<file path="config.mk">
export PLATFORM = sky130hd
export DESIGN_NAME = vppm_rx_decoder
export DESIGN_NICKNAME = d
export VERILOG_FILES = /design/src/rtl/vppm_pkg.sv /design/src/rtl/vppm_rx_sync.sv /design/src/rtl/vppm_rx_decoder.sv
export SDC_FILE = /design/constraint.sdc
export NUM_CORES = 1
export LEC_CHECK = 0
export ABC_AREA = 1
export CORE_MARGIN = 5
export CORE_UTILIZATION = 50
export DETAILED_ROUTE_END_ITERATION = 8
export GPL_TIMING_DRIVEN = 0
export PLACE_DENSITY_LB_ADDON = 0.05
export RECOVER_POWER = 50
export SYNTH_ARGS = -nofsm -noshare
export SYNTH_HDL_FRONTEND = slang
export SYNTH_SLANG_ARGS = --single-unit
</file>
<file path="constraint.sdc">
create_clock -name pclk -period 3.56 [get_ports pclk]
set_clock_uncertainty 0.15 [all_clocks]
set_input_delay 0.89 -clock pclk [delete_from_list [all_inputs] [get_ports pclk]]
set_output_delay 0.89 -clock pclk [all_outputs]
set_load 0.01 [all_outputs]
</file>
<file path="src/rtl/vppm_pkg.sv">
// Shared VPPM definitions: receiver state encoding, dimming codes and the
// expected high-sample count per symbol for a dimming level (also used by Tx).
package vppm_pkg;

    typedef enum logic [1:0] {
        ST_HUNT  = 2'd0,
        ST_START = 2'd1,
        ST_DATA  = 2'd2
    } vppm_state_e;

    localparam logic [1:0] DIM_50  = 2'b00;
    localparam logic [1:0] DIM_25  = 2'b01;
    localparam logic [1:0] DIM_75  = 2'b10;
    localparam logic [1:0] DIM_125 = 2'b11;

    function automatic int expected_highs(input logic [1:0] dim, input int spb);
        int highs;
        case (dim)
            DIM_25:  highs = spb / 4;
            DIM_75:  highs = (3 * spb) / 4;
            DIM_125: highs = spb / 8;
            default: highs = spb / 2;
        endcase
        return highs;
    endfunction

endpackage

</file>
<file path="src/rtl/vppm_rx_sync.sv">
// Two-flop synchronizer bringing the raw comparator output into the pclk domain.
module vppm_rx_sync (
    input  logic pclk,
    input  logic rst,
    input  logic d,
    output logic q
);

    logic meta_reg;
    logic q_reg;

    always_ff @(posedge pclk or posedge rst) begin
        if (rst) begin
            meta_reg <= 1'b0;
            q_reg    <= 1'b0;
        end else begin
            meta_reg <= d;
            q_reg    <= meta_reg;
        end
    end

    assign q = q_reg;

endmodule

</file>
<file path="src/rtl/vppm_rx_decoder.sv">
// VPPM receive demodulator/deserializer: finds a start symbol after an idle line,
// decodes WORD_W symbols MSB first and strobes each word out. Optional duty-cycle
// checking against the dimming level is enabled by defining VPPM_RX_DUTY_CHECK_EN.
module vppm_rx_decoder
    import vppm_pkg::*;
#(
    parameter int SPB      = 16,
    parameter int WORD_W   = 32,
    parameter int DUTY_TOL = 1
) (
    input  logic              pclk,
    input  logic              rst,
    input  logic              rx_in,
    input  logic [1:0]        dim,
    output logic [WORD_W-1:0] rx_data,
    output logic              rx_valid,
    output logic              rx_busy,
    output logic              sym_err
);

    localparam int SW = $clog2(SPB);
    localparam int HW = $clog2(SPB / 2) + 1;
    localparam int BW = $clog2(WORD_W + 1);
    localparam int RW = $clog2(SPB + 1);

    logic rs;

    vppm_rx_sync u_sync (
        .pclk (pclk),
        .rst  (rst),
        .d    (rx_in),
        .q    (rs)
    );

    vppm_state_e       state_reg, state_next;
    logic [SW-1:0]     samp_reg, samp_next;
    logic [HW-1:0]     a_reg, a_next;
    logic [HW-1:0]     b_reg, b_next;
    logic [RW-1:0]     low_reg, low_next;
    logic [BW-1:0]     bit_cnt_reg, bit_cnt_next;
    logic [WORD_W-2:0] shreg_reg, shreg_next;
    logic [WORD_W-1:0] rx_data_reg, rx_data_next;
    logic              rx_valid_reg, rx_valid_next;
    logic              sym_err_reg, sym_err_next;

    // Half-period sums including the current sample, so a symbol resolves on its last sample.
    logic          first_half;
    logic          sym_end;
    logic [HW-1:0] a_full;
    logic [HW-1:0] b_full;
    logic          bit_val;
    logic          tie;
    logic          duty_bad;

    assign first_half = (samp_reg < SW'(SPB / 2));
    assign sym_end    = (samp_reg == SW'(SPB - 1));
    assign a_full     = a_reg + HW'(first_half && rs);
    assign b_full     = b_reg + HW'(!first_half && rs);
    assign bit_val    = (b_full > a_full);
    assign tie        = (a_full == b_full);

`ifdef VPPM_RX_DUTY_CHECK_EN
    int sum_i;
    int exp_i;

    always_comb begin
        sum_i    = int'(a_full) + int'(b_full);
        exp_i    = expected_highs(dim, SPB);
        duty_bad = (sum_i > exp_i + DUTY_TOL) || (sum_i < exp_i - DUTY_TOL);
    end
`else
    logic unused_dim;

    assign unused_dim = ^dim;
    assign duty_bad   = 1'b0;
`endif

    always_comb begin
        state_next    = state_reg;
        samp_next     = sym_end ? '0 : samp_reg + 1'b1;
        a_next        = sym_end ? '0 : a_full;
        b_next        = sym_end ? '0 : b_full;
        low_next      = low_reg;
        bit_cnt_next  = bit_cnt_reg;
        shreg_next    = shreg_reg;
        rx_data_next  = rx_data_reg;
        rx_valid_next = 1'b0;
        sym_err_next  = 1'b0;

        case (state_reg)
            ST_HUNT: begin
                samp_next = '0;
                a_next    = '0;
                b_next    = '0;
                if (rs) begin
                    low_next = '0;
                    if (low_reg == RW'(SPB)) begin
                        // The edge sample is sample 0 of the start period (first half).
                        state_next = ST_START;
                        samp_next  = SW'(1);
                        a_next     = HW'(1);
                    end
                end else if (low_reg != RW'(SPB)) begin
                    low_next = low_reg + 1'b1;
                end
            end

            ST_START: begin
                if (sym_end) begin
                    if (!bit_val && !tie && !duty_bad) begin
                        state_next   = ST_DATA;
                        bit_cnt_next = '0;
                    end else begin
                        state_next = ST_HUNT;
                        low_next   = '0;
                    end
                end
            end

            ST_DATA: begin
                if (sym_end) begin
                    sym_err_next = tie || duty_bad;
                    if (bit_cnt_reg == BW'(WORD_W - 1)) begin
                        // Period counter keeps running so a back-to-back start symbol is caught.
                        rx_data_next  = {shreg_reg, bit_val};
                        rx_valid_next = 1'b1;
                        state_next    = ST_START;
                        bit_cnt_next  = '0;
                    end else begin
                        shreg_next   = {shreg_reg[WORD_W-3:0], bit_val};
                        bit_cnt_next = bit_cnt_reg + 1'b1;
                    end
                end
            end

            default: begin
                state_next = ST_HUNT;
            end
        endcase
    end

    always_ff @(posedge pclk or posedge rst) begin
        if (rst) begin
            state_reg    <= ST_HUNT;
            samp_reg     <= '0;
            a_reg        <= '0;
            b_reg        <= '0;
            low_reg      <= '0;
            bit_cnt_reg  <= '0;
            shreg_reg    <= '0;
            rx_data_reg  <= '0;
            rx_valid_reg <= 1'b0;
            sym_err_reg  <= 1'b0;
        end else begin
            state_reg    <= state_next;
            samp_reg     <= samp_next;
            a_reg        <= a_next;
            b_reg        <= b_next;
            low_reg      <= low_next;
            bit_cnt_reg  <= bit_cnt_next;
            shreg_reg    <= shreg_next;
            rx_data_reg  <= rx_data_next;
            rx_valid_reg <= rx_valid_next;
            sym_err_reg  <= sym_err_next;
        end
    end

    assign rx_data  = rx_data_reg;
    assign rx_valid = rx_valid_reg;
    assign sym_err  = sym_err_reg;
    assign rx_busy  = (state_reg != ST_HUNT);

endmodule

</file>
# After elaboration in Yosys (flattened, before gate mapping)
# Cells that the tools add are included.
[word_totals]
ff_bits = 92
output_inout_bits = 35
[op_classes]
add_sub_neg = 5
n_lt_le_gt_ge = 2
n_eq_ne = 15
mux = 30
n_bitwise = 1
n_reduce_logical = 15
[op_table]
columns = ["operator", "count"]
rows = [
  ["$mux 4", 6],
  ["$mux 6", 4],
  ["$mux 5", 4],
  ["$mux 2", 6],
  ["$ne 2x2->1 const B", 6],
  ["$pmux 6 s2", 1],
  ["$pmux 5 s2", 1],
  ["$add 4x1->4", 2],
  ["$reduce_and 4->1", 2],
  ["$mux 1", 7],
  ["$add 6x1->6 const B", 1],
  ["$eq 6x5->1 const B", 1],
  ["$pmux 2 s3", 1],
  ["$reduce_and 3->1", 2],
  ["$reduce_bool 2->1", 3],
  ["$add 5x1->5 const B", 1],
  ["$eq 5x5->1 const B", 1],
  ["$ne 5x5->1 const B", 1],
  ["$reduce_and 5->1", 1],
  ["$add 4x1->4 const B", 1],
  ["$eq 4x4->1", 1],
  ["$eq 4x4->1 const B", 1],
  ["$gt 4x4->1", 1],
  ["$lt 4x4->1 const B", 1],
  ["other kinds (8)", 12],
]

# Depth between registers and ports, before layout
[depth]
depth_word = 10
mapped_depth = 14
ltp_nobuf = 14

# By module
# From an unflattened synthesis, not the netlist that was laid out.
[unflattened]
cells_unflattened = 423
area_unflattened_um2 = 4187.8
[modules_own_cells]
columns = ["mod", "n_inst", "cells_each", "area_per_inst_um2", "seq_area_each_um2"]
rows = [
  ["vppm_rx_decoder", 1, 420, 4134.0, 2252.2],
  ["vppm_rx_sync", 1, 3, 53.8, 50.0],
]

# Worst setup path after synthesis
# No wires, ideal clock.
[synth_path]
path_kind = "register to register"
from = "register samp_reg[3]"
to = "register bit_cnt_reg[3]"
setup_time_ns = 0.118
arrival_ns = 1.977
required_ns = 3.292
setup_slack_ns = 1.316
path_stages_with_launch = 14
period_less_slack_ns = 2.244
cell_sequence = "dfrtp_1 nand2_1 inv_1 ha_1 ha_1 xnor2_1 inv_1 ha_1 nand2_1 nor2_1 nor2_1 nand4_1 nand3_1 nand2_1"
[synth_via]
elab_chain_len = 9
word_cells_on_any_way = 16
cone_classes = "add/sub (2); order compare (2); eq/ne (5); reduce/logical (7)"
[synth_lines]
columns = ["element", "line", "rtl"]
rows = [
  ["from (decl)", "vppm_rx_decoder.sv:36", "logic [SW-1:0] samp_reg, samp_next;"],
  ["from (signal assigned)", "vppm_rx_decoder.sv:156", "samp_reg <= samp_next;"],
  ["$lt 4x4->1", "vppm_rx_decoder.sv:55", "assign first_half = (samp_reg < SW'(SPB / 2));"],
  ["$logic_not 1->1", "vppm_rx_decoder.sv:58", "assign b_full = b_reg + HW'(!first_half && rs);"],
  ["$logic_and 1x1->1", "vppm_rx_decoder.sv:58", ""],
  ["$add 4x1->4", "vppm_rx_decoder.sv:58", ""],
  ["$gt 4x4->1 / $eq 4x4->1 (equally long branches)", "vppm_rx_decoder.sv:59, vppm_rx_decoder.sv:60", ""],
  ["$logic_not 1->1", "vppm_rx_decoder.sv:110", "if (!bit_val && !tie && !duty_bad) begin"],
  ["$logic_and 1x1->1", "vppm_rx_decoder.sv:110", ""],
  ["$ne 2x2->1 (no line)", "-", ""],
  ["$reduce_and 4->1 (no line) (*)", "-", ""],
  ["to (signal assigned)", "vppm_rx_decoder.sv:160", "bit_cnt_reg <= bit_cnt_next;"],
  ["to (decl)", "vppm_rx_decoder.sv:40", "logic [BW-1:0] bit_cnt_reg, bit_cnt_next;"],
]
# Every way passes the cells marked *; elsewhere a longest branch is shown, timed or not.
# A chain may end at the register's enable or synchronous reset.

# Final worst setup path
[layout_path]
from = "register state_reg[0]"
to = "output rx_busy"
[layout_via]
elab_chain_len = 1
[layout_lines]
columns = ["element", "line", "rtl"]
rows = [
  ["from (decl)", "vppm_rx_decoder.sv:35", "vppm_state_e state_reg, state_next;"],
  ["from (signal assigned)", "vppm_rx_decoder.sv:155", "state_reg <= state_next;"],
  ["$reduce_bool 2->1", "vppm_rx_decoder.sv:171", "assign rx_busy = (state_reg != ST_HUNT);"],
  ["to (decl)", "vppm_rx_decoder.sv:17", "output logic rx_busy,"],
]
# Every way passes these cells.

==> results.yml <==
job:
  timing.max_cap.violations: 1
drt:
  detail_route.iter0.violations: 122
  overall_routed_net_length_microns: 7270
  final_antenna_net_count: 0
  vias: 2868
  vias_per_cell: 4.903
  wl_per_cell_microns: 12.43
  drt-pass1-iter-count: 4
  drcViolationCount: 0
final_layout:
  largest_reg_flops: 32
  finalCoreUtilization_pct: 58.71
  final_net_count: 492
  fraction_of_final_layout_cells_sized_beyond_drive_strength_1_pct: 14.79
  diodes: 0
  area_growth_pct: 15.44
synthesis:
  synth_commonest_cells: "109 x nand2_1, 92 x dfrtp_1, 51 x inv_1"
  synth_edf_count: 0
  yosys_warnings: 0
  flops_latches_synth: 92
  synthMostInstantiatedCell: "nand2_1"
  yosys_most_used_dff: "dfrtp_1"
  synthDominantCellAreaShare_pct: 55.37
  yosys-top-cells-area: "dfrtp_1 55%, nand2_1 9.8%, o21ai_2 8.6%"
  netlist_area_sq_um: 4158
  synthesized_instance_count: 426
  sequential_to_total_area_share_from_yosys_stat_pct: 55.37
  syn_nets: 443
  syn-mean-instance-area_sq_um: 9.760
  postSynth.asyncResetShare_pct: 100.0
  cell_type_with_the_largest_total_area_after_synthesis: "dfrtp_1"
  yosysUniqueCellTypes: 25
clocking:
  clock_insertion_delay_worst_skew_ns: 0.35
  cts_buffers: 9
  clk_path_buf_depth: 2
  clk_transition_reported_paths_ns: 0.09
  cts.hold.buffers_added: 0
  cts_setup_buffers: 0
  cts.repair.resized: 0
  tritoncts: "done"
  total_number_of_clock_tree_sinks: 92
  clock_tree.htree_level_count: 3
  clk_root_buffer_cell: "clkbuf_8"
worst_hold_path:
  min-delay-path-class: "register to register"
grt:
  globalRoute.totalOverflow: 0
  first_global_vias: 2887
  gr-usage-all-layers_pct: 15.92
  maximum_number_of_pins_on_one_net_before_global_route_repair: 58
  wire_length_of_the_first_global_routing_pass_microns: 13080
  antenna_violations_before_repair: 0
critical_path:
  setup.worst_path.end_class: "output port"
  data_arrival_time_of_the_critical_path_ns: 1.64
  critPathLaunchType: "register"
  cp_required_ns: 2.52
  worstPathMaxFanout: 5
  setup.worst_path.class: "register to output port"
floorplanning:
  die_ht_microns: 101.2
  placementRows: 33
  core_area_sq_um: 8175
  floorplan.die_area_sq_um: 10240
  pin_count: 40
  die_width_microns: 101.2
  initial_core_util_pct: 50.86
timing:
  f_max_mhz: 372.9
  finalWorstSetupSlack_ns: 0.8785
  timing_max_transition_violations_final: 36
  rsz0062_at_grt: "false"
  finalWorstPathRequiredPeriod_ns: 2.681
  hold_violations: 0
  finalSetupViolations: 0
  worst_hold_slack_after_final_layout_ns: 0.2110
  tightest_slew_ns: 1.613
  final.period_utilization_pct: 75.32
  worst_max_slew_margin_expressed_relative_to_the_limit_pct: -8.127
  finalSetupTns_ns: 0
placement:
  preCtsSetupSlack_ns: 0.9767
  finalWeightedCongestion: 0.8311
  dp.final_hpwl_microns: 5218
  buffer_ports.inserted: 37
power:
  p_leak_nw: 2.180
  peakVddDrop_v: 0.0002447
  power.density_nw_per_um2: 481.5
outcome:
  failing_checks: "capacitance limit, slew limit"
  result_of_the_run: "complete, but fails checks"
[where the power goes]
part / internal (W) / total (W) / leakage [nW] / switching, W
sequential: 0.00110 / 0.00115 / 1.27 / 0.0000441
combinational: 0.000148 / 0.000470 / 0.826 / 0.000322
clock: 0.000328 / 0.000694 / 0.0862 / 0.000366
[final timing paths]
check | startpoint | slack, ns | to | cells past startpoint
min in group asynchronous | rst | 1.23 | b_reg[2] | 2
min | u_sync.meta_reg | 0.21 | u_sync.q | 0
max | state_reg[0] | 0.88 | rx_busy | 3
max in group asynchronous | rst | 1.16 | shreg_reg[27] | 3
min reg2reg | u_sync.meta_reg | 0.21 | u_sync.q | 0
max reg2reg | u_sync.q | 1.01 | bit_cnt_reg[2] | 14
[cell families (layout without fill, tap and decap cells)]
logic type	Yosys count	count (layout)	share of synthesized area, %
flip-flops	92	92	55.37
adder cells (fa/ha/maj)	12	12	3.611
AND/OR/NAND/NOR	176	176	18.84
AO/OA/AOI/OAI	71	71	12.31
buffers and inverters	67	121	8.185
XOR/XNOR	8	8	1.685
[final cells by class]
class / instances / area [sq um]
Fill cell: 738 / 3376
Sequential cell: 92 / 2302
Multi-Input combinational cell: 267 / 1456
Timing Repair Buffer: 38 / 397.9
Inverter: 55 / 210.2
Clock buffer: 11 / 131.4
Tap cell: 105 / 131.4
Buffer: 12 / 108.9
Clock inverter: 5 / 61.31
[critical path, stage by stage, from the launching register on]
cell	delay, ns
dfrtp_1	0.45
nor2_1	0.21
inv_1	0.13
clkdlybuf4s50_1	0.50
[layer usage]
layer,GRT usage [%],wire [microns]
met4,6.339,125
met5,0,0
met1,22.01,3507
met3,2.273,222
met2,25.45,3414
[per-stage QoR]
stage	cell area, sq um	instances	power, W
after floorplan	4158	426	0.001528
after global placement	4659	568	0.001633
after detailed placement	4690	569	0.001650
after CTS	4882	585	0.002347
after global routing	4800	585	0.002476
final	4800	585	0.002311
[placed cells by master, fill, tap and decap left out, types with 2 or more instances in the layout]
master / count
nand2_1: 110
dfrtp_1: 92
inv_1: 51
o21ai_2: 37
clkdlybuf4s50_1: 35
nor2_1: 29
nand3_1: 27
o21ai_0: 22
ha_1: 12
clkbuf_8: 9
buf_6: 8
o21ai_1: 8
clkbuf_1: 5
xor2_1: 4
xnor2_1: 4
nor2_4: 3
a21oi_1: 3
nand4_1: 3
clkinvlp_4: 3
inv_2: 2
or2_2: 2
dlygate4sd3_1: 2
No activity file was read; power rests on OpenSTA's default activity.
